==> src/rtl/xcvr_test_pkg.sv <==
// ============================================================================
// Package : xcvr_test_pkg
// Brief   : Shared CSR map, bit indices, mode encoding and FSM type.
// Rev     : 1.0 - initial release
// ============================================================================
`default_nettype none

package xcvr_test_pkg;

  localparam logic [2:0] c_addr_control   = 3'd0;
  localparam logic [2:0] c_addr_status    = 3'd1;
  localparam logic [2:0] c_addr_word_cnt  = 3'd2;
  localparam logic [2:0] c_addr_errbit    = 3'd3;
  localparam logic [2:0] c_addr_errword   = 3'd4;

  localparam int c_ctrl_enable_bit = 0;
  localparam int c_ctrl_mode_bit   = 1;
  localparam int c_ctrl_clear_bit  = 2;
  localparam int c_stat_locked_bit = 0;
  localparam int c_stat_lol_bit    = 1;

  typedef enum logic [0:0] {
    MODE_PRBS7  = 1'b0,
    MODE_PRBS31 = 1'b1
  } prbs_mode_e;

  typedef enum logic [0:0] {
    ST_SEARCH = 1'b0,
    ST_LOCKED = 1'b1
  } fsm_state_e;

  // Counters stick at all-ones instead of wrapping.
  function automatic logic [31:0] sat_add32(input logic [31:0] a, input logic [31:0] b);
    logic [32:0] sum;
    sum = {1'b0, a} + {1'b0, b};
    return sum[32] ? 32'hFFFF_FFFF : sum[31:0];
  endfunction

endpackage

`default_nettype wire

==> src/rtl/xcvr_prbs_compare.sv <==
// ============================================================================
// Module : xcvr_prbs_compare
// Brief  : Predicts each bit from received taps and counts mismatching bits.
// Rev    : 1.0 - initial release
// ============================================================================
`default_nettype none

module xcvr_prbs_compare
  import xcvr_test_pkg::*;
(
  input  wire logic [63:0] cur,
  input  wire logic [63:0] prev,
  input  wire logic        mode,
  output logic      [6:0]  errbits
);

  // Only the newest 31 bits of the previous word can ever be a tap.
  logic [94:0] w_hist;
  logic [63:0] w_mismatch;
  logic        w_unused_prev_lsbs;

  assign w_unused_prev_lsbs = ^prev[32:0];

  always_comb begin
    w_hist     = {cur, prev[63:33]};
    w_mismatch = '0;
    errbits    = '0;
    for (int i = 0; i < 64; i++) begin
      if (mode == MODE_PRBS31) begin
        w_mismatch[i] = w_hist[31+i] ^ w_hist[i] ^ w_hist[i+3];
      end else begin
        w_mismatch[i] = w_hist[31+i] ^ w_hist[i+24] ^ w_hist[i+25];
      end
      errbits = errbits + 7'(w_mismatch[i]);
    end
  end

endmodule

`default_nettype wire

==> config.mk <==
export PLATFORM = sky130hd
export DESIGN_NAME = xcvr_prbs_compare
export DESIGN_NICKNAME = d
export VERILOG_FILES = /design/src/rtl/xcvr_test_pkg.sv /design/src/rtl/xcvr_prbs_compare.sv
export SDC_FILE = /design/constraint.sdc
export NUM_CORES = 1
export LEC_CHECK = 0
export BUFFER_PORTS_ARGS = -buffer_cell sky130_fd_sc_hd__buf_2
export CAP_MARGIN = 40
export CORE_MARGIN = 3
export CORE_UTILIZATION = 45
export DETAILED_ROUTE_END_ITERATION = 16
export GPL_TIMING_DRIVEN = 0
export PLACE_DENSITY = 0.7
export SYNTH_ARGS = -nofsm -noshare
export SYNTH_HDL_FRONTEND = slang
export SYNTH_SLANG_ARGS = --single-unit
==> constraint.sdc <==
create_clock -name vclk -period 17.55
set_input_delay 0.8775 -clock vclk [all_inputs]
set_output_delay 0.8775 -clock vclk [all_outputs]
set_load 0.05 [all_outputs]
# == Word-level counts from Yosys, hierarchy flattened ==
# Cells that the tools add are included.
# op_classes
n_addsub,63
n_mux,64
bitwise_logic,256
# ops
operator,count
$add 7x1->7,57
$xor 1x1->1,256
$mux 1,64
$add 6x1->7,1
$add 5x1->6,1
$add 4x1->5,1
$add 3x1->4,1
$add 2x1->3,1
$add 1x1->2,1
# word_totals
regBits,0

# == Longest topological paths before layout ==
# Gate-level depths: netlist of run 1.
# logic_depth
word_depth,66
ltp_mapped,23

# == Worst setup path before layout of run 1 ==
# Ideal clock, no wire load.
# synth_path
path_kind,input to output
start,input port mode
end,output port errbits[5]
t_arrival_ps,8271
slack_ps,8402
stages,21
path_cell_list,buf_2 > buf_4 > mux2i_1 > xnor2_1 > fa_1 > inv_1 > fa_1 > inv_1 > fa_1 > inv_1 > fa_1 > fa_1 > inv_1 > fa_1 > fa_1 > fa_1 > inv_1 > ha_1 > a211oi_1 > nor4b_1 > a2111oi_1
# synth_between
elab_chain_len,64
# synth_rtl
item,line_no,text
"start, declared",xcvr_prbs_compare.sv:13,"input wire logic mode,"
$mux 1,xcvr_prbs_compare.sv:29,if (mode == MODE_PRBS31) begin
$add 1x1->2,xcvr_prbs_compare.sv:34,errbits = errbits + 7'(w_mismatch[i]);
$add 2x1->3,xcvr_prbs_compare.sv:34,
$add 3x1->4,xcvr_prbs_compare.sv:34,
$add 4x1->5,xcvr_prbs_compare.sv:34,
$add 5x1->6,xcvr_prbs_compare.sv:34,
$add 6x1->7,xcvr_prbs_compare.sv:34,
$add 7x1->7 (56 in a row),xcvr_prbs_compare.sv:34,
$add 7x1->7 *,xcvr_prbs_compare.sv:34,
"end, declared",xcvr_prbs_compare.sv:14,output logic [6:0] errbits
# Every way passes the cells marked *; elsewhere a longest branch is shown, timed or not.

# == Final worst setup path of run 1 ==
# layout_path
start,input port mode
end,output port errbits[6]
# Same word-level chain as after synthesis.

==> metrics.txt, run 1 <==
GR met2 Demand/Resource between 30% and 40%; total gr overflow 0; crit start category primary input; met3 GRT Util 1.502%; area occupied by multi-input gates 3730 um^2; relative max-transition margin 71.53%; Final Non-Filler Cells 623; Slew @ Worst Pin 427.0 ps; Rows 34; Post-CTS Setup Bufs 0; Synth area leader fa_1; Resized Gates After CTS 0; CP arrival a little under 8000 ps; die area 10460 um^2; drt first pass iters 4; Via-to-Cell Ratio about 5; Top Ports 136; Avg Synthesized Cell Area 9.348 um^2; final hold violation count 0; layer with the highest usage met2; RD Place Congestion about 0.92; layout clock buffer count 0; hold_buf cts 0; Die Wd 102.3 um; Die Y 102.3 um; top cell type's share of synthesized area 25.93%; CP Capture Type output pin; Reg area 0 um^2; via count 3037; first-pass GRT wire length 17240 um; pin count of the biggest net entering global routing 11; DRC violations left 0; Setup crit end errbits[6]; Final Max Tran Viols 0; n_diodes 0; critical path class in2out; final instance area 4649 um^2; hold_sp cur[2]; most frequent cells after synthesis 117 x xnor2_1, 77 x xor2_1, 64 x mux2i_1, 62 x inv_1, 54 x fa_1; post-DP HPWL just under 10000 um; MaxCap Viol Count 0; Final min period between 8000 and 9000 ps; worst setup path startpoint mode; most frequent cell after synthesis xnor2_1; CP required 16670 ps; Final Cycle Share 49.23%; initial antenna violation count 0; fin nets 715; DRT iter0 DRCs 114; Hold Slack 2540 ps; syn nets 644; core area 8848 um^2; synthesized cell area 4169 um^2; RSZ-0062 raised after global routing false; Seq/Total Area, Yosys 0%; status finished clean; sequential cell count 0; initial core utilization 47.12%; critical path fanouts, max 10; dpl cell area 4649 um^2; post-synthesis cell type count 23; PortBufs ~70; Setup TNS Final 0 ps; vias in the first global route between 3k and 4k; top cells by area, synth fa_1 26%, xnor2_1 25%, xor2_1 16%; share of layout cells above drive strength 1 19.81%; HP Class in2out; fillcell total 836; Synth Instances 446; area delta synth->final 11.52%; drt total wl ~11000 um; GR Layer Usage met1 28.73%; final setup vio count 0; remaining antenna violation count 0; yosys warns 0; placed insts ~620; Tot GR Track Use a little over a fifth; Wirelength per Cell 17.49 um; maximum clock rate 0.1157 GHz
## critical path, stage by stage
cell	delay (ps)
buf_2	230
buf_4	300
mux2i_1	260
xnor2_1	120
fa_1	620
inv_1	90
fa_1	490
fa_1	530
fa_1	550
fa_1	530
fa_1	550
inv_1	50
fa_1	500
fa_1	580
inv_1	50
ha_1	240
fa_1	440
a211o_1	330
a21oi_1	130
o21bai_1	70
buf_2	210
## logic make-up after synthesis
group | after synthesis | share of synthesized area (%)
AOI/OAI and AO/OA | 14 | 2.431
xor gates and xnor gates | 194 | 40.76
adders and majority gates | 69 | 30.43
buffers and inverters | 102 | 10.53
muxes | 64 | 15.37
and+or+nand+nor | 3 | 0.4802
## per-stage QoR
stage | worst slack, ps | utilization, %
2_1_floorplan | 8402 | -
3_3_place_gp | 9001 | 52.55
3_5_place_dp | 8953 | 52.55
4_1_cts | 8923 | 52.55
5_1_grt | 8641 | 52.55
6_report | 8910 | 52.55
## routing by layer
layer  vias to the layer above  share of wire, %
met4                         0               1.2
met5                         -                 0
li1                       1482                 -
met1                      1467                44
met3                        12               3.6
met2                        76                51
## cell usage in the layout, fill, tap and decap left out, drive strengths merged, types with 2 or more instances in the layout
| cell | count |
|---|---|
| a211oi | 2 |
| a21o | 2 |
| a21oi | 3 |
| buf | 84 |
| clkbuf | 25 |
| fa | 54 |
| ha | 15 |
| inv | 62 |
| mux2i | 64 |
| xnor2 | 117 |
| xor2 | 77 |
## worst min path at each step
stage	end	depth (start not counted)	slack [ps]
after floorplan	errbits[0]	4	2460
after global placement	errbits[0]	4	2550
after detailed placement	errbits[0]	4	2540
after CTS	errbits[0]	4	2550
after global routing	errbits[0]	4	2570
final	errbits[0]	4	2540
## layout make-up
class / instances / share of cell area (%)
inverter: 62 / 5.005
buffer: 40 / 4.440
multi-input combinational: 344 / 80.22
tap: 108 / 2.906
timing repair buffer: 69 / 7.427
Power of run 1 is not shown: default switching activity piles up to over one toggle a cycle in this logic, so the estimate is an artifact.
==> run 2: changes to the inputs <==
- ABC_AREA: unset -> 1
- PLACE_DENSITY: 0.7 -> 0.67
- clock period: 17.55 -> 8.1 ns (I/O delays scaled with it)
==> metrics.txt, run 2 <==
Final Max Tran Viols 0; cell repeated most along the worst path fa_1; Synth area leader nand2_1; crit-path leading delay family adder cells; Reg area 0 um^2; Tot GR Track Use ~34%; critical path fanouts, max 10; fin nets 1397; WP depth 25; post-synthesis cell type count 17; total gr overflow 0; critical path class in2out; Slew @ Worst Pin approximately 510 ps; most common cell after layout, fill and taps aside nand2_1; status finished clean; sequential cell count 0; synthesized cell area 5633 um^2; Final min period approximately 7500 ps; Setup crit end errbits[4]; PortBufs 89; post-DP HPWL 19680 um; final setup vio count 0; remaining antenna violation count 0; Critical-path top delay cell fa_1; maximum clock rate 0.1338 GHz; HP Class in2out; layout clock buffer count 0; Via-to-Cell Ratio around 5.6; die area approximately 14000 um^2; final hold violation count 0; hold_buf cts 0; RD Place Congestion 1.026; Avg Synthesized Cell Area 5.084 um^2; biggest cell delay along the critical path 570 ps; syn nets roughly 1.3k; Rows 40; dpl cell area 6289 um^2; initial core utilization 46.51%; crit start category primary input; area delta synth->final 11.64%; Die Y 117.9 um; yosys warns 0; relative max-transition margin 65.83%; vias in the first global route 6765; top cells by area, synth nand2_1 38%, fa_1 19%, nand3_1 18%; drt total wl around 24000 um; worst setup path startpoint mode; top cell type's share of synthesized area 38.32%; Resized Gates After CTS 0; share of layout cells above drive strength 1 a little under an eighth; MaxCap Viol Count 0; Buf/Inv on CP 10; Setup TNS Final 0 ps; final instance area 6289 um^2; CP required 7700 ps; Wirelength per Cell 17.71 um; drt first pass iters 6; most frequent cells after synthesis 575 x nand2_1, 197 x nand3_1, 145 x inv_1, 54 x fa_1, 32 x a21oi_1; pin count of the biggest net entering global routing 11; RSZ-0062 raised after global routing false; Die Wd 117.9 um; core area between 10000 and 15000 um^2; Final Cycle Share 92.24%; area occupied by multi-input gates 4793 um^2; Seq/Total Area, Yosys 0%; CP arrival 7070 ps; n_diodes 0; first-pass GRT wire length 37090 um; initial antenna violation count 0; DRT iter0 DRCs 973; fillcell total 1431; Top Ports 136; most frequent cell after synthesis nand2_1; via count 7585; Post-CTS Setup Bufs 0; Synth Instances roughly 1.1k; DRC violations left 0; commonest cells after routing, fill and taps aside 575 x nand2_1, 197 x nand3_1, 145 x inv_1, 100 x buf_2, 54 x fa_1; CP Capture Type output pin
-- run 2: cells by family (layout without fill, tap and decap cells) --
kind of cell | Yosys count | after routing | share of synthesized area, %
AND/OR/NAND/NOR | 781 | 781 | 56.69
buffers and inverters | 194 | 283 | 14.90
adder cells (fa/ha/maj) | 69 | 69 | 22.52
AO/OA/AOI/OAI | 61 | 61 | 5.420
XOR/XNOR | 3 | 3 | 0.4665
-- run 2: metal layers --
layer	track usage (%)	up-vias	routed length, um
li1	-	3604	-
met1	46.33	3359	9510
met2	50.49	507	9735
met3	6.055	115	3109
met4	20.22	0	1823
met5	0	-	0
-- run 2: final cells by class --
| class | instances | area share, % |
|---|---|---|
| inverters | 166 | 9.908 |
| repair buffers | 89 | 7.083 |
| multi-input cells | 914 | 76.22 |
| well taps | 168 | 3.343 |
| plain buffers | 28 | 3.442 |
-- run 2: stage by stage --
step / setup slack [ps] / utilization [%] / instances / hold slack [ps]
floorplan: 956.6 / - / 1108 / 1368
global placement: 686.4 / 51.92 / 1365 / 1520
detailed placement: 701.2 / 51.92 / 1365 / 1515
CTS: 665.4 / 51.92 / 1365 / 1516
global route: 368.1 / 51.92 / 1365 / 1579
finish: 628.5 / 51.92 / 1365 / 1504
-- run 2: how the worst min path moves through the flow --
stage                 end     start  slack, ps  depth (start not counted)
6_report       errbits[0]  prev[38]       1500                          6
4_1_cts        errbits[0]  prev[38]       1520                          6
2_1_floorplan  errbits[0]  prev[38]       1370                          4
3_5_place_dp   errbits[0]  prev[38]       1520                          6
5_1_grt        errbits[0]  prev[38]       1580                          6
3_3_place_gp   errbits[0]  prev[38]       1520                          6
-- run 2: worst min-delay path, cell delays in order --
cell,delay (ps)
buf_2,110
nand3_1,70
nand3_1,70
nand2_1,80
ha_1,120
buf_2,250
Power of run 2 is left out for the same reason.
